File: src/rtl/writeback_stage_pkg.sv
// writeback_stage_pkg: writeback source select and load funct3 encodings
package writeback_stage_pkg;
  typedef enum logic [1:0] {
    WB_ALU  = 2'd0,
    WB_MEM  = 2'd1,
    WB_PC4  = 2'd2,
    WB_NONE = 2'd3
  } wbsel_t;
  localparam logic [2:0] F3_LB  = 3'd0;
  localparam logic [2:0] F3_LH  = 3'd1;
  localparam logic [2:0] F3_LW  = 3'd2;
  localparam logic [2:0] F3_LBU = 3'd4;
  localparam logic [2:0] F3_LHU = 3'd5;
endpackage

File: src/rtl/writeback_stage_load_formatter.sv
// writeback_stage_load_formatter: byte/half extraction and extension of a loaded word, with fault detection
module writeback_stage_load_formatter
  import writeback_stage_pkg::*;
#(
  parameter int DWIDTH = 32
) (
  input  logic [1:0]        addr,
  input  logic [DWIDTH-1:0] memdata,
  input  logic [2:0]        funct3,
  output logic [DWIDTH-1:0] data,
  output logic              load_fault
);
  logic [7:0]  w_byte;
  logic [15:0] w_half;
  logic        w_mis;
  logic        w_ill;
  assign w_byte = memdata[{addr, 3'b000} +: 8];
  assign w_half = memdata[{addr[1], 4'b0000} +: 16];
  assign w_ill = funct3 == 3'd3 || funct3[2:1] == 2'b11;
  assign w_mis = ((funct3 == F3_LH || funct3 == F3_LHU) && addr[0]) ||
                 (funct3 == F3_LW && addr != 2'b00);
  assign load_fault = w_ill || w_mis;
  always_comb begin
    data = load_fault           ? '0 :
           funct3 == F3_LB      ? {{(DWIDTH-8){w_byte[7]}}, w_byte} :
           funct3 == F3_LBU     ? {{(DWIDTH-8){1'b0}}, w_byte} :
           funct3 == F3_LH      ? {{(DWIDTH-16){w_half[15]}}, w_half} :
           funct3 == F3_LHU     ? {{(DWIDTH-16){1'b0}}, w_half} :
                                  memdata;
  end
endmodule

File: src/rtl/writeback_stage.sv
// writeback_stage: MEM/WB pipeline register, writeback mux, write/retire gating and instret counter
module writeback_stage
  import writeback_stage_pkg::*;
#(
  parameter int DWIDTH   = 32,
  parameter int AWIDTH   = 32,
  parameter int CNTWIDTH = 64
) (
  input  logic                clk,
  input  logic                rst,
  input  logic                stall_i,
  input  logic                flush_i,
  input  logic                valid_i,
  input  logic [AWIDTH-1:0]   pc_i,
  input  logic [4:0]          rd_i,
  input  logic                regwren_i,
  input  logic [1:0]          wbsel_i,
  input  logic [DWIDTH-1:0]   alures_i,
  input  logic [DWIDTH-1:0]   memdata_i,
  input  logic [2:0]          funct3_i,
  output logic [4:0]          rd_o,
  output logic [DWIDTH-1:0]   datawb_o,
  output logic                regwren_o,
  output logic                retire_o,
  output logic                fault_o,
  output logic [CNTWIDTH-1:0] instret_o
);
  logic                r_valid;
  logic [AWIDTH-1:0]   r_pc;
  logic [4:0]          r_rd;
  logic                r_regwren;
  wbsel_t              r_wbsel;
  logic [DWIDTH-1:0]   r_alures;
  logic [DWIDTH-1:0]   r_memdata;
  logic [2:0]          r_funct3;
  logic [CNTWIDTH-1:0] r_instret;
  logic [DWIDTH-1:0]   w_load;
  logic                w_load_fault;
  logic [AWIDTH-1:0]   w_pc4;
  writeback_stage_load_formatter #(.DWIDTH(DWIDTH)) u_fmt (
    .addr       (r_alures[1:0]),
    .memdata    (r_memdata),
    .funct3     (r_funct3),
    .data       (w_load),
    .load_fault (w_load_fault)
  );
  // flush beats stall; a stalled-and-flushed entry is dropped without retiring
  always_ff @(posedge clk or negedge rst) begin
    if (!rst) begin
      r_valid   <= 1'b0;
      r_pc      <= '0;
      r_rd      <= '0;
      r_regwren <= 1'b0;
      r_wbsel   <= WB_ALU;
      r_alures  <= '0;
      r_memdata <= '0;
      r_funct3  <= '0;
      r_instret <= '0;
    end else begin
      if (flush_i) begin
        r_valid <= 1'b0;
      end else if (!stall_i) begin
        r_valid   <= valid_i;
        r_pc      <= pc_i;
        r_rd      <= rd_i;
        r_regwren <= regwren_i;
        r_wbsel   <= wbsel_t'(wbsel_i);
        r_alures  <= alures_i;
        r_memdata <= memdata_i;
        r_funct3  <= funct3_i;
      end
      if (retire_o) r_instret <= r_instret + CNTWIDTH'(1);
    end
  end
  assign w_pc4 = r_pc + AWIDTH'(4);
  always_comb begin
    datawb_o = r_wbsel == WB_ALU ? r_alures :
               r_wbsel == WB_MEM ? w_load :
               r_wbsel == WB_PC4 ? DWIDTH'(w_pc4) : '0;
  end
  assign rd_o      = r_rd;
  assign fault_o   = r_valid && r_wbsel == WB_MEM && w_load_fault;
  assign retire_o  = r_valid && !stall_i;
  assign regwren_o = retire_o && r_regwren && r_rd != 5'd0 && !fault_o;
  assign instret_o = r_instret;
endmodule

File: config.mk
export PLATFORM = sky130hd
export DESIGN_NAME = writeback_stage
export DESIGN_NICKNAME = d
export VERILOG_FILES = /design/src/rtl/writeback_stage_pkg.sv /design/src/rtl/writeback_stage_load_formatter.sv /design/src/rtl/writeback_stage.sv
export SDC_FILE = /design/constraint.sdc
export NUM_CORES = 1
export LEC_CHECK = 0
export CELL_PAD_IN_SITES_DETAIL_PLACEMENT = 1
export CELL_PAD_IN_SITES_GLOBAL_PLACEMENT = 1
export CORE_ASPECT_RATIO = 0.9
export CORE_MARGIN = 1
export CORE_UTILIZATION = 42
export CTS_CLUSTER_DIAMETER = 30
export DETAILED_ROUTE_END_ITERATION = 7
export MAX_ROUTING_LAYER = met4
export PLACE_DENSITY = 0.88
export SLEW_MARGIN = 20
export SYNTH_ARGS = -nofsm -noshare
export SYNTH_HDL_FRONTEND = slang
export SYNTH_SLANG_ARGS = --single-unit
export TNS_END_PERCENT = 100
File: constraint.sdc
create_clock -name clk -period 3.99 [get_ports clk]
set_input_delay 0.5985 -clock clk [delete_from_list [all_inputs] [get_ports clk]]
set_output_delay 0.5985 -clock clk [all_outputs]
set_load 0.01 [all_outputs]
==> run summary <==
The run finished with clean final reports. The logs give 0.279 for the remaining max-slew budget at the tightest pin and 3.20 ns for the critical path arrival. The run gives 0.432 as the sequential share of power. The clock group share of total power was 0.327; the die area was 21500 sq um. The maximum fanout along the worst path is 18, and the count of nets after finishing is 1111. In the synthesized netlist, the number of instances is 794. Among all cell types in the netlist, the one instantiated most often is dfrtp_1.

From bottom edge to top edge, the die measures 139 microns. The maximum clock insertion buffer count was 2. The tools report the critical register-to-register path startpoint as r_valid. The number of buffers added on ports was 215; the largest vdd supply drop was 0.000265 V.

The H-tree was split into 4 levels. The number of global-route vias before repair is 7489, and the time the final worst path needs with I/O delays and setup is 3.80 ns. The final hold violation count was 0. The routed design has 28300 microns of wire.

The number of different library cells used by synthesis comes to 59. The logs give 0 for the number of antenna violations at the first check in global routing and 20900 microns for the final HPWL from detailed placement. Static timing analysis puts the maximum clock frequency at 0.263 GHz. The mapped netlist covers 8780 sq um. The run gives 363 as the number of DRC violations after detailed-routing iteration 0. Hold repair after CTS inserted 0 buffers.

The synthesized design contains 0 enable-type register cells. At the worst endpoint, the required time is 3.39 ns. The first global-routing pass estimated 44600 microns of wire.

For the final critical-path setup slack, the log shows 0.193 ns. Setup repair after global routing left no endpoint under its margin. In this run the worst hold path is classified as input pin to async pin. TritonCTS built the clock tree. The count of inserted antenna diode cells is 0. The synthesis warning total was 0. The tools report the element type at the critical path end as a primary output.

The number of max-slew violations in the final report is 0. The launching element of the worst setup path is r_alures[1]. The total number of clock tree sinks was 172. The first detailed-routing pass took 5 iterations. The share of total power consumed by net switching was 0.305. The fraction of final layout cells sized beyond drive strength 1 is 0.170. Between clock sinks in the finished design, the worst skew comes to 0.0145 ns.

The tools report the startpoint type of the worst setup path as a flip-flop. The row count was 49; the starting utilization of the core area was 0.434. Smallest hold slack: 0.168 ns.

The max-cap violation count came out at 0. The flop and latch count out of synthesis is 172. After global routing the overflow that remains totals 0.

Summed over all cells, the static leakage comes to 4.85 nW. For the switching power summed over all nets, the log shows 0.00152 W. Utilization after layout: 0.581. The share of the clock period used by the worst path after layout came out at 0.952. At the later pin of the worst-skew pair, clock insertion delay measures 0.42 ns. By area the synthesized netlist is led by dfrtp_1 49%, mux2_2 14%, xnor2_1 4.6%, xor2_1 4.2%, nor2_1 2.5%. The internal power is 0.00346 W.

Entering global routing, the biggest net connects 114 pins. Clock-pin slew was measured on the worst setup and hold paths at 0.07 ns. The top cell type's share of synthesized area was 0.490.

When the netlist entered floorplanning its net count stood at 908. After detailed placement, the total cell area comes to 11200 sq um. Compared with the post-synthesis result, the final layout area differs by 33.9%.

From left edge to right edge, the die measures 154 microns. The logs give 0.241 for the portion of total power attributed to combinational logic and 0.280 for the global-route usage over all layers. The tools report the buffer type at the clock tree root as clkbuf_16. After synthesis, the most frequently instantiated cells are 172 x dfrtp_1, 107 x mux2_2, 59 x nor2_1.

After routing the design area is 11800 sq um. For this design the ratio of total power to cell area is 423 nW/um^2. The run gives 0 as the number of remaining DRC errors.

Setup violations remaining at the end of the flow were counted as 0. Final-layout fill cell count: 2144. The multi-input combinational cells in the finished layout cover a total of 4240 sq um. Across all layers, the routed design uses 7189 vias. The congestion estimate from routability-driven global placement came to 0.910. Pin placement for this block handled 216 I/O pins. The logs give 20200 sq um for the standard cell core area and 0.490 for the register area share after synthesis. The share of async-settable or async-resettable flops after synthesis was 1.00; the remaining antenna violation count was 0. Most instantiated flip-flop cell in the synthesis netlist: dfrtp_1. In the final routed layout, each cell accounts on average for 22.4 microns. The setup slack at placement is 0.431 ns. The slew at the pin closest to its max-slew limit was 1.08 ns; the total negative slack was 0 ns.

The tools report the storage element area as 4310 sq um. Using the TritonRoute via totals, the vias-per-cell ratio works out to 5.69. The number of clock buffers added by TritonCTS is 17. Summed over all instances, the cell type with the most area after synthesis is dfrtp_1. Dividing the synthesized area by the synthesized cell count gives 11.1 sq um. The critical path is of the flip-flop to primary output type.
worst max-delay path, stage by stage (launching register included):
cell and delay, ns:
dfrtp_2 0.55, nor4_2 0.42, o21a_1 0.36, o311ai_4 0.31, a211oi_1 0.40, a221o_1 0.18, clkdlybuf4s50_1 0.56
flip-flops by register name (all words and copies together) (netlist names):
signal / cells
r_valid: 1
r_wbsel: 2
r_funct3: 3
r_pc: 32
r_memdata: 32
r_alures: 32
rd_o: 5
r_regwren: 1
instret_o: 64
cell type report:
class,instances,area share
flip-flops and latches,172,0.366
well taps,255,0.0272
clock inverters,11,0.00937
inverters,17,0.00543
multi-input cells,564,0.361
repair buffers,225,0.192
clock buffers,20,0.0389
routing by layer:
metal	wire [microns]	vias up	track usage
li1	-	3275	-
met1	13100	3668	0.384
met2	13400	209	0.437
met3	1270	37	0.0425
met4	507	0	0.0677
met5	0	-	-
cell families after synthesis:
family          share of synthesized area
mux                                 0.170
compound gates                     0.0816
xor+xnor                           0.0878
simple gates                        0.140
buf+inv                            0.0278
fa+ha+maj                         0.00285
flops                               0.490
power groups by stage:
stage / Clock (W) / Combinational, W / Sequential (W)
after detailed placement: 0 / 0.00119 / 0.00217
after floorplan: 0 / 0.000644 / 0.00208
after global routing: 0.00173 / 0.00128 / 0.00218
after CTS: 0.00166 / 0.00120 / 0.00215
after global placement: 0 / 0.00115 / 0.00216
final: 0.00163 / 0.00120 / 0.00215
path summary, 6_finish.rpt:
check,endpoint,slack [ns],depth (start not counted)
worst max-delay path,datawb_o[15],0.19,6
worst min-delay path,r_pc[19],0.17,1
worst max register to register,instret_o[58],1.50,5
worst min register to register,instret_o[63],0.48,1
max in group asynchronous,instret_o[59],2.88,2
min in group clk,instret_o[63],0.48,1
cells in the final DEF, fill, tap and decap left out, drive strengths merged, types with 4 or more instances in the layout:
cell and n:
nand3 36, clkinv 4, a221o 4, mux4 5
nor3 21, nor4 13, clkbuf 20, and3 10
xnor2 46, xor2 42, a21oi 34, dfrtp 172
mux2i 17, buf 11, a211oi 6, mux2 107
a2bb2oi 5, o21ai 25, nor2 59, clkdlybuf4s50 214
and4 7, a21o 5, inv 20, nand4 31
o22ai 7, nand2 46, o221ai 5
per-stage QoR:
step	power [W]	std cells
global route	0.00518	1264
floorplan	0.00273	794
CTS	0.00500	1264
detailed placement	0.00336	1233
global placement	0.00330	1233
finish	0.00498	1264
repair_timing:
item,in CTS,in global routing
endpoints found under the setup margin,1,3
setup buffers,0,0
gates resized for setup,1,2
No activity file was read; power rests on OpenSTA's default activity.
